==> src/rtl/mul_pkg.sv <==
// Shared definitions for the sequential shift-add multiplier.
// Holds the operand width, the step count and the control FSM state type.
package mul_pkg;

   localparam int MUL_WIDTH = 4;
   localparam int MUL_CNT_W = 3;
   localparam int MUL_STEPS = 4;

   typedef enum logic [1:0] {
      IDLE = 2'd0,
      RUN  = 2'd1,
      DONE = 2'd2
   } mul_state_e;

endpackage

==> src/rtl/adder_4bit.sv <==
// 4-bit ripple-carry adder: {cout, sum} = a + b + cin.
module adder_4bit (
   input  logic [3:0] a,
   input  logic [3:0] b,
   input  logic       cin,
   output logic [3:0] sum,
   output logic       cout
);

   // Ripple the carry bit by bit from the LSB upward.
   always_comb begin
      logic carry_s;
      carry_s = cin;
      sum     = 4'b0000;
      for (int i = 0; i < 4; i++) begin
         sum[i]  = a[i] ^ b[i] ^ carry_s;
         carry_s = (a[i] & b[i]) | (a[i] & carry_s) | (b[i] & carry_s);
      end
      cout = carry_s;
   end

endmodule

==> src/rtl/mul_4bit_seq.sv <==
// Sequential 4x4 unsigned shift-add multiplier with valid/ready on both sides.
// One adder_4bit step per RUN cycle; {hi,lo} shifts right each step so that
// the finished product ends up in {hi,lo}.
// Optional feature macro: MUL_EARLY_EXIT_EN -- finish as soon as the remaining
// multiplier bits are all zero, realigning the partial result with a shift.
module mul_4bit_seq
   import mul_pkg::*;
#(
   parameter int WIDTH = MUL_WIDTH,
   parameter int CNT_W = MUL_CNT_W
) (
   input  logic               clk,
   input  logic               rst,
   input  logic               in_valid,
   output logic               in_ready,
   input  logic [WIDTH-1:0]   a,
   input  logic [WIDTH-1:0]   b,
   output logic               out_valid,
   input  logic               out_ready,
   output logic [2*WIDTH-1:0] product,
   output logic               busy
);

   if (WIDTH != 4) begin : g_width_chk
      $error("mul_4bit_seq: only WIDTH=4 is supported");
   end
   if ((2 ** CNT_W) < WIDTH) begin : g_cnt_chk
      $error("mul_4bit_seq: CNT_W too narrow to count the steps");
   end

   mul_state_e         state_r, state_nxt_s;
   logic               in_ready_r, busy_r, out_valid_r;
   logic [WIDTH-1:0]   mcand_r, mcand_nxt_s;
   logic [WIDTH-1:0]   hi_r, hi_nxt_s;
   logic [WIDTH-1:0]   lo_r, lo_nxt_s;
   logic [CNT_W-1:0]   cnt_r, cnt_nxt_s;
   logic [2*WIDTH-1:0] product_r, product_nxt_s;

   logic [WIDTH-1:0]   addend_s, sum_s, step_hi_s, step_lo_s;
   logic               cout_s, finish_s;
   logic [2*WIDTH-1:0] finish_product_s;

   // The current multiplier LSB selects whether the multiplicand is added.
   assign addend_s = lo_r[0] ? mcand_r : {WIDTH{1'b0}};

   adder_4bit u_adder (
      .a    (hi_r),
      .b    (addend_s),
      .cin  (1'b0),
      .sum  (sum_s),
      .cout (cout_s)
   );

   // The carry is kept in hi's MSB; the sum LSB moves into the top of lo.
   assign step_hi_s = {cout_s, sum_s[WIDTH-1:1]};
   assign step_lo_s = {sum_s[0], lo_r[WIDTH-1:1]};

`ifdef MUL_EARLY_EXIT_EN
   // Unprocessed multiplier bits sit in the low part of lo after the step;
   // shifting the processed ones out leaves zero when nothing is left to add.
   logic [WIDTH-1:0] rest_s;
   assign rest_s           = step_lo_s << (cnt_r + CNT_W'(1));
   assign finish_s         = (rest_s == {WIDTH{1'b0}});
   assign finish_product_s = {step_hi_s, step_lo_s} >> (CNT_W'(MUL_STEPS - 1) - cnt_r);
`else
   assign finish_s         = (cnt_r == CNT_W'(MUL_STEPS - 1));
   assign finish_product_s = {step_hi_s, step_lo_s};
`endif

   // Next-state and datapath update for the IDLE/RUN/DONE control FSM.
   always_comb begin
      state_nxt_s   = state_r;
      mcand_nxt_s   = mcand_r;
      hi_nxt_s      = hi_r;
      lo_nxt_s      = lo_r;
      cnt_nxt_s     = cnt_r;
      product_nxt_s = product_r;
      case (state_r)
         IDLE: begin
            if (in_valid) begin
               mcand_nxt_s = a;
               hi_nxt_s    = {WIDTH{1'b0}};
               lo_nxt_s    = b;
               cnt_nxt_s   = {CNT_W{1'b0}};
               state_nxt_s = RUN;
            end else begin
               state_nxt_s = IDLE;
            end
         end
         RUN: begin
            hi_nxt_s  = step_hi_s;
            lo_nxt_s  = step_lo_s;
            cnt_nxt_s = cnt_r + CNT_W'(1);
            if (finish_s) begin
               product_nxt_s = finish_product_s;
               state_nxt_s   = DONE;
            end else begin
               state_nxt_s = RUN;
            end
         end
         DONE: begin
            if (out_ready) begin
               state_nxt_s = IDLE;
            end else begin
               state_nxt_s = DONE;
            end
         end
         default: begin
            state_nxt_s = IDLE;
         end
      endcase
   end

   // State, datapath and registered handshake flags; reset aborts any operation.
   always_ff @(posedge clk) begin
      if (rst) begin
         state_r     <= IDLE;
         in_ready_r  <= 1'b1;
         busy_r      <= 1'b0;
         out_valid_r <= 1'b0;
         mcand_r     <= {WIDTH{1'b0}};
         hi_r        <= {WIDTH{1'b0}};
         lo_r        <= {WIDTH{1'b0}};
         cnt_r       <= {CNT_W{1'b0}};
         product_r   <= {(2*WIDTH){1'b0}};
      end else begin
         state_r     <= state_nxt_s;
         in_ready_r  <= (state_nxt_s == IDLE);
         busy_r      <= (state_nxt_s == RUN);
         out_valid_r <= (state_nxt_s == DONE);
         mcand_r     <= mcand_nxt_s;
         hi_r        <= hi_nxt_s;
         lo_r        <= lo_nxt_s;
         cnt_r       <= cnt_nxt_s;
         product_r   <= product_nxt_s;
      end
   end

   assign in_ready  = in_ready_r;
   assign busy      = busy_r;
   assign out_valid = out_valid_r;
   assign product   = product_r;

endmodule
==> config.mk <==
export PLATFORM = sky130hd
export DESIGN_NAME = mul_4bit_seq
export DESIGN_NICKNAME = d
export VERILOG_FILES = /design/src/rtl/mul_pkg.sv /design/src/rtl/adder_4bit.sv /design/src/rtl/mul_4bit_seq.sv
export SDC_FILE = /design/constraint.sdc
export NUM_CORES = 1
export LEC_CHECK = 0
export ABC_AREA = 1
export CAP_MARGIN = 25
export CORE_ASPECT_RATIO = 1.2
export CORE_MARGIN = 4
export CORE_UTILIZATION = 42
export CTS_CLUSTER_DIAMETER = 80
export DETAILED_ROUTE_END_ITERATION = 6
export GPL_TIMING_DRIVEN = 0
export HOLD_SLACK_MARGIN = 0.03
export PLACE_DENSITY_LB_ADDON = 0.1
export SETUP_SLACK_MARGIN = 0.3
export SLEW_MARGIN = 20
export SYNTH_ARGS = -nofsm -noshare
export SYNTH_HDL_FRONTEND = slang
export SYNTH_HIERARCHICAL = 1
export SYNTH_SLANG_ARGS = --single-unit
==> constraint.sdc <==
create_clock -name clk -period 3.1 [get_ports clk]
set_input_delay 0.62 -clock clk [delete_from_list [all_inputs] [get_ports clk]]
set_output_delay 0.62 -clock clk [all_outputs]
set_load 0.005 [all_outputs]
# Word-level counts from Yosys, hierarchy flattened
# Cells that the tools add are included.
# W data, S select, Z words.
# totals
ff_bits	28
output_inout_bits	11
word_cells	56
# op_classes
addsub	1
n_eq_ne	6
muxes	11
n_bitwise	23
reduce_logical	6
# op_table
operator	count
$pmux W4 S2	2
$mux W4	3
$and A1 B1 Y1	10
$xor A1 B1 Y1	7
$or A1 B1 Y1	6
$pmux W2 S3	1
$pmux W3 S2	1
$reduce_and A2 Y1	3
$eq A2 B1 Y1 const B	2
$eq A2 B2 Y1 const B	2
$logic_not A2 Y1	2
$mux W2	2
$add A3 B1 Y3 const B	1
$eq A3 B2 Y1 const B	1
$mux W3	1
$ne A2 B2 Y1 const B	1
$reduce_bool A2 Y1	1
$mux W1	1

# Longest topological paths before layout
# Gate-level depths: netlist of the first run.
# depth
ltp_word	12
mapped_depth	12

# By module
# Netlist of the first run, hierarchy kept.
# by_module_without_submodules
module	instances	cells_per_inst	area_each_um2	seq_area_each_um2
mul_4bit_seq	1	149	1098.6	560.5
adder_4bit	1	14	117.6	0.0

# Worst setup path before layout of the first run
# No wires, ideal clock.
# synth_timing
path_type	register -> register
startpoint	register lo_r[0]
endpoint	register product_r[6], in the netlist product[6]
setup_time_ps	71
arrival_time_ps	2081
t_required_ps	3029
slack_ps	948
path_stages_with_launch	13
synth_period_minus_slack_ps	2152
path_cell_list	dfxtp_1 > nand2_1 > inv_1 > inv_1 > fa_1 > inv_1 > fa_1 > fa_1 > inv_1 > fa_1 > inv_1 > nand2_1 > a21oi_1
# synth_between
elab_chain_cells	9
# synth_lines
element	line	text
start, declared	mul_4bit_seq.sv:35	logic [WIDTH-1:0] lo_r, lo_nxt_s;
start signal, assigned	mul_4bit_seq.sv:123	lo_r <= {WIDTH{1'b0}};
start signal, assigned	mul_4bit_seq.sv:133	lo_r <= lo_nxt_s;
$mux W4 *	mul_4bit_seq.sv:44	assign addend_s = lo_r[0] ? mcand_r : {WIDTH{1'b0}};
net addend_s[0]	mul_4bit_seq.sv:39	logic [WIDTH-1:0] addend_s, sum_s, step_hi_s, step_lo_s;
$and A1 B1 Y1 *	adder_4bit.sv:17	carry_s = (a[i] & b[i]) | (a[i] & carry_s) | (b[i] & carry_s);
$and A1 B1 Y1	adder_4bit.sv:17	
$or A1 B1 Y1	adder_4bit.sv:17	
$or A1 B1 Y1 *	adder_4bit.sv:17	
$and A1 B1 Y1	adder_4bit.sv:17	
$or A1 B1 Y1	adder_4bit.sv:17	
$or A1 B1 Y1 *	adder_4bit.sv:17	
$xor A1 B1 Y1 *	adder_4bit.sv:16	sum[i] = a[i] ^ b[i] ^ carry_s;
net sum_s[3]	mul_4bit_seq.sv:39	
end signal, assigned	mul_4bit_seq.sv:125	product_r <= {(2*WIDTH){1'b0}};
end signal, assigned	mul_4bit_seq.sv:135	product_r <= product_nxt_s;
end, declared	mul_4bit_seq.sv:37	logic [2*WIDTH-1:0] product_r, product_nxt_s;
# Mark *: on every way through the listed nets, which the timed path passes. The rest lies on a longest branch.
# A chain may end at the register's enable or synchronous reset.

# Final worst setup path of the first run
# Same ends and word-level chain as after synthesis.

==> results by group, run 1 <==
Outcome
  • Result of the run: finished, final reports clean

Synthesis
  • Share of the synthesized area in compound gates (AO/OA/AOI/OAI): 0.106
  • Mux share of post-synthesis cell area: 0
  • Dominant combinational cell family by area after synthesis: simple AND/OR/NAND/NOR gates
  • Simple-gate share of the synthesized area: 0.245
  • Share of synthesized area occupied by flip-flops and latches: 0.461
  • Post-synthesis sequential element count: 28
  • Number of distinct library cells after synthesis: 19
  • Syn_nets: 181
  • Post-synthesis area per instance: 7.46 µm²
  • Combined area of all synthesized cells: 1220 µm²
  • Area share of fa/ha/maj cells after synthesis: 0.0864
  • Synth Area in XOR/XNOR: 0
  • Gate count after technology mapping: 163
  • Synth Warn #: 6

Drt
  • Final wirelength: 2440 µm
  • Number of vias after detailed routing: 1035
  • Starting DRT DRC Count: 21
  • Number of iterations in the first detailed-routing pass: 4
  • Vias per inst: 4.68
  • Residual DRC count: 0
  • Number of routed nets with antenna violations: 0
  • WL per Instance: 11.0 µm

Min path
  • Hold Path Stages: 2
  • Endpoint of the worst hold-timing path: product[6]
  • Hold_sp: product[6]
  • Min-delay worst type: flip-flop to flip-flop

Timing
  • Final Slew Violations: 0
  • FMAX: 0.436 GHz
  • Final hold violation count: 0
  • Worst-case clock skew: 3.14 ps
  • Final critical-path share of the clock period: 0.739
  • Number of setup violations in the final report: 0
  • Setup repair after global routing missed its margin: false
  • Sum of negative setup slack: 0 ps
  • Clock period minus worst slack: 2290 ps
  • Worst setup slack after layout: 808 ps

Critical path
  • Endpoint of the lowest-slack register-to-register path: product[6]
  • CP Class: flip-flop to flip-flop
  • Signal arrival time at the worst endpoint: 2550 ps
  • Element type at the critical path end: flip-flop
  • Largest driver fanout on the critical path: 5
  • CP Launch Type: flip-flop
  • Depth of the worst register-to-register path: 12
  • Register-to-Register Setup Slack: 810 ps
  • Worst path required time: 3350 ps
  • Worst reg2reg path startpoint: lo_r[0]

Clock tree
  • H-tree Lvls: 1
  • TritonCTS clock tree: built
  • TritonCTS Buffers: 3
  • Hold buffer count at cts: 0
  • Count of instances resized after the clock tree is built: 0
  • Clock latency at the later pin of the worst-skew pair: 310 ps
  • Clock tree root buffer cell: clkbuf_4
  • CTS sink count: 28
  • Clock slew at the register clock pins of the worst setup and hold paths: 140 ps
  • Bufs on Longest Clock Path: 2
  • Post-CTS setup buffer count: 0

Cells and area
  • ANT cells: 0
  • Number of nets in the layout: 207
  • Share of final-layout standard cells stronger than drive strength 1: 0.0588
  • Fillers: 283
  • Area growth syn-to-layout: 22.6%

Floorplan
  • Area of the core: 2790 µm²
  • Effective utilization at floorplan: 0.437
  • Ports: 23
  • Die height: 66.9 µm
  • Area of the die: 3820 µm²
  • Total number of placement rows: 21
  • Die X: 57.1 µm

Power and ir drop
  • Power density cells: 407 nW/µm²
  • Leakage power summed over all cells: 0.650 nW
  • Worst vdd rail ir drop: 0.254 mV

Global route
  • GR Util All Layers: 0.144
  • Largest net degree at the start of global routing: 15
  • Number of antenna violations at the first check in global routing: 0
  • Total global routing overflow: 0
  • Number of global-route vias before repair: 1006
  • First-pass GRT wire length: 4310 µm

Placed design
  • Routability-driven placement congestion ratio: 0.824
  • Sum of net half-perimeters after detailed placement: 1870 µm
  • Count of port buffers added during placement: 21
  • Pre-CTS setup slack: 820 ps

Job
  • Number of max-capacitance violations reported: 0
worst max-delay path by stage:
stage	start	end	slack, ps	depth (start not counted)
detailed placement	lo_r[0]	product[6]	820	12
global route	lo_r[0]	product[6]	680	12
global placement	lo_r[0]	product[6]	840	12
CTS	lo_r[0]	product[6]	790	12
floorplan	lo_r[0]	product[6]	950	12
finish	lo_r[0]	product[6]	810	12
critical path, stage by stage, from the launching register on:
cell     delay [ps]
dfxtp_1         370
nand2_1          70
inv_1            40
inv_1            60
fa_1            160
inv_1            50
fa_1            370
fa_1            370
inv_1            70
fa_1            400
inv_1            80
nand2_1          50
a21oi_1         140
area by class of cell:
class / instances / area [µm²] / share of cell area
Buffer: 5 / 26.3 / 0.0176
Clock buffer: 3 / 22.5 / 0.0151
Inverter: 25 / 93.8 / 0.0629
Multi-Input combinational cell: 105 / 536 / 0.359
Sequential cell: 28 / 561 / 0.376
Tap cell: 34 / 42.5 / 0.0285
Timing Repair Buffer: 21 / 210 / 0.141
flip-flops by register name (all words and copies together), names as in the netlist:
register,cells
busy,1
cnt_r,3
hi_r,4
in_ready,1
lo_r,4
mcand_r,4
out_valid,1
product,8
state_r,2
Yosys cell counts:
cell type	instances	area (µm²)
nor2_2	1	6.26
a21oi_1	14	70.1
clkbuf_1	1	3.75
nand3_1	4	20.0
o21ai_0	10	50.1
buf_4	1	7.51
buf_2	3	15.0
nor3_1	2	10.0
conb_1	1	3.75
nor2_1	24	90.1
nor2_4	1	11.3
o21ai_2	1	8.76
or2_2	1	6.26
nand3b_1	1	7.51
ha_1	2	25.0
nand2_1	39	146
fa_1	4	80.1
inv_1	25	93.8
dfxtp_1	28	561
cell usage in the layout, fill, tap and decap left out, types with 2 or more instances in the layout:
cell / count
dfxtp_1: 28
inv_1: 25
nor3_1: 2
ha_1: 2
clkdlybuf4s50_1: 21
nand3_1: 4
fa_1: 4
clkbuf_4: 3
a21oi_1: 14
nor2_1: 24
nand2_1: 39
o21ai_0: 10
buf_2: 3
cells by family after synthesis:
| kind of cell | count (synthesis) |
|---|---|
| flip-flops | 28 |
| adder cells (fa/ha/maj) | 6 |
| AND/OR/NAND/NOR | 73 |
| AO/OA/AOI/OAI | 25 |
| other | 1 |
| buffers and inverters | 30 |
metal layers:
layer,vias to the layer above,track usage,routed length (µm)
li1,541,-,-
met4,0,0.0522,27
met5,-,0,0
met2,15,0.241,1100
met3,4,0.0349,104
met1,475,0.178,1200
through the flow:
step                 util  cell area, µm²  total power (W)  hold WS (ps)  cells
floorplan               -            1220         0.000440           428    163
global placement    0.527            1470         0.000471           449    218
detailed placement  0.527            1470         0.000472           455    218
CTS                 0.535            1490         0.000617           475    221
global route        0.535            1490         0.000645           497    221
finish              0.535            1490         0.000607           470    221
where the power goes:
part	internal (W)	switching (W)
registers	0.000375	0.00000917
logic	0.0000351	0.0000444
clock network	0.0000455	0.0000976
No activity file was read; power rests on OpenSTA's default activity.
==> inputs of run 2 (changes only) <==
==> constraint.sdc (replaced) <==
create_clock -name clk -period 2.3 [get_ports clk]
set_input_delay 0.46 -clock clk [delete_from_list [all_inputs] [get_ports clk]]
set_output_delay 0.46 -clock clk [all_outputs]
set_load 0.005 [all_outputs]
==> run 2 against run 1 <==
Clock-buffer cell count up 1. Largest cell class unchanged. Clock power up 67%. First-iteration DRC count unchanged.
==> results by group, run 2 (synthesis gave the netlist of run 1 again) <==
Drt
  • Vias per inst: 4.71 (+0.54%)
  • Number of vias after detailed routing: 1050 (+1.4%)
  • Number of routed nets with antenna violations: 0 (unchanged)
  • Final wirelength: 2510 µm (+3.0%)
  • WL per Instance: 11.3 µm (+2.0%)
  • Residual DRC count: 0 (unchanged)
  • Number of iterations in the first detailed-routing pass: 4 (unchanged)
  • Starting DRT DRC Count: 21 (unchanged)

Cells and area
  • Share of the core filled with cells: 0.551 (+0.0157)
  • Number of nets in the layout: 208 (+0.48%)
  • Flip-flop count of the largest register after layout: 8 (unchanged)
  • ANT cells: 0 (unchanged)
  • Most common cell after layout, fill and taps aside: nand2_1
  • Area growth syn-to-layout: 26.2%
  • Top library cells by usage in the layout, fill and taps aside: nand2_1 (38), dfxtp_1 (26), nor2_1 (24), clkdlybuf4s50_1 (21), inv_1 (20)
  • Share of final-layout standard cells stronger than drive strength 1: 0.143 (+0.0840)

Critical path
  • Depth of the worst register-to-register path: 12 (unchanged)
  • Register-to-Register Setup Slack: 130 ps (-670 ps)
  • Endpoint of the lowest-slack register-to-register path: product[6]
  • Signal arrival time at the worst endpoint: 2440 ps (-110 ps)
  • CP Class: flip-flop to flip-flop
  • Worst reg2reg path startpoint: lo_r[0]
  • CP Launch Type: flip-flop
  • Element type at the critical path end: flip-flop
  • Worst path required time: 2570 ps (-780 ps)
  • Largest driver fanout on the critical path: 2 (-3)

Global route
  • First-pass GRT wire length: 4260 µm (-1.1%)
  • Largest net degree at the start of global routing: 16 (+1)
  • Total global routing overflow: 0 (unchanged)
  • Met1 GRT Util: 0.186 (+0.00889)
  • Met2 layer usage reported by global route: 0.234 (-0.00714)
  • Number of global-route vias before repair: 974 (-3.2%)
  • Number of antenna violations at the first check in global routing: 0 (unchanged)
  • GR Util All Layers: 0.143 (-0.00127)
  • Most Used Layer, Global Route: met2
  • Met3 capacity usage during global routing: 0.0291 (-0.00581)

Power and ir drop
  • Power density cells: 567 nW/µm² (+39%)
  • Leakage power summed over all cells: 0.653 nW (+0.51%)
  • Total power: 0.000871 W (+43%)
  • Worst vdd rail ir drop: 0.297 mV (+17%)

Clock tree
  • H-tree Lvls: 1 (unchanged)
  • Clock latency at the later pin of the worst-skew pair: 320 ps (about the same)
  • Clock slew at the register clock pins of the worst setup and hold paths: 150 ps (about the same)
  • Hold buffer count at cts: 0 (unchanged)
  • Bufs on Longest Clock Path: 2 (unchanged)
  • Clock tree root buffer cell: clkbuf_4
  • TritonCTS clock tree: built
  • CTS sink count: 28 (unchanged)
  • TritonCTS Buffers: 3 (unchanged)

Outcome
  • Result of the run: finished, final reports clean

Timing
  • Final Slew Violations: 0 (unchanged)
  • Final critical-path share of the clock period: 0.942 (+0.203)
  • Final hold violation count: 0 (unchanged)
  • Worst-case clock skew: 4.58 ps (+1.44 ps)
  • Setup repair after global routing missed its margin: true
  • Number of setup violations in the final report: 0 (unchanged)
  • Sum of negative setup slack: 0 ps (unchanged)
  • Clock period minus worst slack: 2170 ps (-126 ps)
  • FMAX: 0.462 GHz (+5.8%)

Min path
  • Hold Path Stages: 2 (unchanged)
  • Endpoint of the worst hold-timing path: hi_r[2]
  • Min-delay worst type: input pin to flip-flop
  • Hold_sp: rst

Floorplan
  • Die X: 57.1 µm (unchanged)
  • Area of the die: 3820 µm² (unchanged)
  • Ports: 23 (unchanged)
  • Total number of placement rows: 21 (unchanged)
  • Die height: 66.9 µm (unchanged)
  • Effective utilization at floorplan: 0.437 (unchanged)
  • Area of the core: 2790 µm² (unchanged)

Job
  • Number of max-capacitance violations reported: 0 (unchanged)

Placed design
  • Sum of net half-perimeters after detailed placement: 1910 µm (+2.2%)
  • Count of port buffers added during placement: 21 (unchanged)
  • Routability-driven placement congestion ratio: 0.841 (+2.2%)
[run 2: through the flow]
stage	cell area, µm²	hold slack [ps]	setup slack (ps)	instances
6_report	1540	386	134	223
3_3_place_gp	1480	450	137	218
3_5_place_dp	1480	452	111	218
4_1_cts	1520	382	123	223
2_1_floorplan	1220	428	233	163
5_1_grt	1540	371	56.9	223
[run 2: how the worst max path moves through the flow]
stage	startpoint	end	slack [ps]	cells past startpoint
floorplan	lo_r[0]	product[6]	230	12
global placement	lo_r[0]	product[6]	140	12
detailed placement	lo_r[0]	product[6]	110	12
CTS	lo_r[0]	product[6]	120	12
global route	lo_r[0]	product[6]	60	12
finish	lo_r[0]	product[6]	130	12
[run 2: routing by layer]
metal | wire length, µm | share of wire | vias up
li1 | - | - | 549
met1 | 1170 | 0.47 | 479
met2 | 1210 | 0.48 | 20
met3 | 111 | 0.044 | 2
met4 | 16 | 0.0064 | 0
met5 | 0 | 0 | -
[run 2: power by group]
group	leakage, nW	switching (W)	internal, W	total [W]
Clock	0.0210	0.000142	0.0000968	0.000239
Sequential	0.229	0.0000113	0.000507	0.000518
Combinational	0.403	0.0000633	0.0000504	0.000114
Total	0.653	0.000217	0.000654	0.000871
[run 2: what timing repair did]
| item | 4_1_cts | 5_1_grt |
|---|---|---|
| pin swaps | 4 | 1 |
| resized for setup | 4 | 6 |
| setup buffers | 1 | 0 |
| setup endpoints to repair | 4 | 4 |
[run 2: final cells by class]
class,count,area [µm²]
Clock buffer,4,36.3
Tap cell,34,42.5
Sequential cell,28,563
Multi-Input combinational cell,105,556
Timing Repair Buffer,22,218
Fill cell,289,1250
Inverter,25,93.8
Buffer,5,26.3
[run 2: worst max-delay path, stage by stage (launching register included)]
cell	delay, ps
dfxtp_2	350
nand2_1	60
inv_1	40
inv_2	50
fa_2	190
inv_2	40
fa_2	330
fa_2	340
inv_2	60
fa_2	430
inv_2	70
nand2_1	60
a21oi_2	110
==> inputs of run 3 (changes only) <==
--- a/config.mk
+++ b/config.mk
@@ -9,14 +9,13 @@
 export CAP_MARGIN = 25
 export CORE_ASPECT_RATIO = 1.2
 export CORE_MARGIN = 4
-export CORE_UTILIZATION = 42
+export CORE_UTILIZATION = 25
 export CTS_CLUSTER_DIAMETER = 80
 export DETAILED_ROUTE_END_ITERATION = 6
 export GPL_TIMING_DRIVEN = 0
 export HOLD_SLACK_MARGIN = 0.03
 export PLACE_DENSITY_LB_ADDON = 0.1
 export SETUP_SLACK_MARGIN = 0.3
-export SLEW_MARGIN = 20
 export SYNTH_ARGS = -nofsm -noshare
 export SYNTH_HDL_FRONTEND = slang
 export SYNTH_HIERARCHICAL = 1
==> run 3 against run 2 <==
Sequential share of layout area down 1.2 points. Clock power grew 30%. Setup slack got worse by 26 ps. Cell area increased by 3.4%. Critical endpoint unchanged. Core utilization down 21 points. Clock skew is 1.1 ps lower. Power rose by 8.3%. Sequential power hardly changed.
==> results by group, run 3 (synthesis gave the netlist of run 1 again) <==
Cells and area
  • Top library cells by usage in the layout, fill and taps aside: nand2_1 (37), dfxtp_1 (26), nor2_1 (24), clkdlybuf4s50_1 (21), inv_1 (20)
  • Share of final-layout standard cells stronger than drive strength 1: 0.148 (+0.00529)
  • ANT cells: 0 (unchanged)
  • Most common cell after layout, fill and taps aside: nand2_1
  • Post-route cell area: 1590 µm² (+3.4%)
  • Number of nets in the layout: 208 (unchanged)
  • Flip-flop count of the largest register after layout: 8 (unchanged)
  • Area growth syn-to-layout: 30.6%

Outcome
  • Result of the run: finished, final reports clean

Floorplan
  • Area of the core: 4660 µm² (+67%)
  • Die X: 71.7 µm (+25%)
  • Area of the die: 6050 µm² (+58%)
  • Total number of placement rows: 27 (+29%)
  • Die height: 84.4 µm (+26%)
  • Ports: 23 (unchanged)
  • Effective utilization at floorplan: 0.261 (-0.176)

Critical path
  • Largest driver fanout on the critical path: 4 (+2)
  • Stage delay of the slowest cell on the critical path: 400 ps (-30 ps)
  • Worst reg2reg path startpoint: lo_r[0]
  • Element type at the critical path end: flip-flop
  • Crit path from: lo_r[0]
  • Ordered cell list for the critical path: nand2_2 > inv_2 > inv_2 > fa_2 > inv_2 > fa_2 > fa_2 > inv_2 > fa_1 > inv_1 > nand2_1 > a21oi_2
  • Buffers and inverters on the worst path: 5 (unchanged)
  • Cell type of the slowest stage on the worst timing path: fa_1
  • CP Class: flip-flop to flip-flop
  • Signal arrival time at the worst endpoint: 2410 ps (-30 ps)
  • CP Launch Type: flip-flop
  • Worst path required time: 2510 ps (-60 ps)
  • Cell with the most instances on the worst path: inv_2
  • Worst path top cell family by delay: adder cells

Drt
  • Number of routed nets with antenna violations: 0 (unchanged)
  • Number of iterations in the first detailed-routing pass: 4 (unchanged)
  • Starting DRT DRC Count: 28 (+33%)
  • Final wirelength: 2850 µm (+13%)
  • Number of vias after detailed routing: 1036 (-1.3%)
  • Residual DRC count: 0 (unchanged)
  • WL per Instance: 11.5 µm (+2.4%)
  • Vias per inst: 4.19 (-11%)

Clock tree
  • TritonCTS clock tree: built
  • Clock latency at the later pin of the worst-skew pair: 280 ps (-40 ps)
  • Clock slew at the register clock pins of the worst setup and hold paths: 100 ps (-50 ps)
  • Bufs on Longest Clock Path: 2 (unchanged)
  • H-tree Lvls: 1 (unchanged)
  • Clock tree root buffer cell: clkbuf_8
  • TritonCTS Buffers: 3 (unchanged)
  • CTS sink count: 28 (unchanged)
  • Hold buffer count at cts: 0 (unchanged)

Power and ir drop
  • Worst vdd rail ir drop: 0.191 mV (-36%)
  • Leakage power summed over all cells: 0.661 nW (+1.1%)
  • Power density cells: 594 nW/µm² (+4.7%)

Placed design
  • Routability-driven placement congestion ratio: 0.724 (-14%)
  • Sum of net half-perimeters after detailed placement: 2080 µm (+8.7%)
  • Count of port buffers added during placement: 21 (unchanged)
  • Area after DPL: 1510 µm² (+2.0%)

Timing
  • Setup repair after global routing missed its margin: true
  • Number of setup violations in the final report: 0 (unchanged)
  • Final critical-path share of the clock period: 0.953 (+0.0113)
  • Clock period minus worst slack: 2190 ps (+26.1 ps)
  • Worst-case clock skew: 3.48 ps (-1.10 ps)
  • Sum of negative setup slack: 0 ps (unchanged)
  • FMAX: 0.456 GHz (-1.2%)
  • Final Slew Violations: 0 (unchanged)
  • Final hold violation count: 0 (unchanged)
  • Slew at the pin closest to its max-slew limit: 512 ps
  • Slew Limit Headroom: 0.659

Global route
  • First-pass GRT wire length: 4980 µm (+17%)
  • GR Util All Layers: 0.104 (-0.0388)
  • Number of antenna violations at the first check in global routing: 0 (unchanged)
  • Total global routing overflow: 0 (unchanged)
  • Largest net degree at the start of global routing: 16 (unchanged)
  • Number of global-route vias before repair: 1090 (+12%)

Min path
  • Hold_sp: rst
  • Min-delay worst type: input pin to flip-flop

Job
  • Number of max-capacitance violations reported: 0 (unchanged)
==> run 3: cell counts in the layout (fill, tap and decap cells not counted) <==
No cell type changed its count.
==> run 3: layer usage <==
| metal | routed length (µm) | vias to the layer above | GRT usage | share of wire |
|---|---|---|---|---|
| li1 | - | 546 | - | - |
| met3 | 104 | 2 | 0.0228 | 0.037 |
| met1 | 1380 | 474 | 0.136 | 0.49 |
| met2 | 1340 | 14 | 0.165 | 0.47 |
| met4 | 24 | 0 | 0.0410 | 0.0084 |
| met5 | 0 | - | 0 | 0 |
==> run 3: path summary, 6_finish.rpt <==
kind                 to  slack (ps)  depth (start not counted)
max reg2reg  product[6]         110                         12
min reg2reg     hi_r[0]         470                          2
min             hi_r[2]         440                          2
max          product[6]         110                         12
==> run 3: timing repair <==
item,CTS,global route
pin swaps,3,2
cloned,0,0
resized for setup,0,11
endpoints found under the setup margin,4,4
buffers inserted,0,1
==> run 3: final cells by class <==
class | instances | area (µm²)
Buffer | 5 | 26.3
Fill cell | 505 | 3070
Tap cell | 58 | 72.6
Timing Repair Buffer | 22 | 218
Sequential cell | 28 | 563
Clock buffer | 4 | 55.1
Inverter | 25 | 93.8
Multi-Input combinational cell | 105 | 559
==> run 3: worst reg2reg max path, cell delays in order, from the launching register on <==
cell and delay [ps]:
dfxtp_2 350, nand2_2 70, inv_2 30, inv_2 40, fa_2 190, inv_2 40
fa_2 330, fa_2 340, inv_2 60, fa_1 400, inv_1 80, nand2_1 70
a21oi_2 140
==> run 3: report_power, final <==
part | total (W) | switching [W] | internal, W
Clock | 0.000310 | 0.000157 | 0.000153
Sequential | 0.000519 | 0.0000129 | 0.000506
Combinational | 0.000114 | 0.0000635 | 0.0000503
==> run 3: per-stage QoR <==
step	worst slack, ps	utilization	power [W]	hold WS [ps]	cells
after floorplan	233	-	0.000593	428	163
after global placement	123	0.323	0.000640	450	242
after detailed placement	108	0.323	0.000640	456	242
after CTS	102	0.335	0.000952	450	246
after global routing	23.2	0.341	0.000996	458	247
final	108	0.341	0.000943	444	247
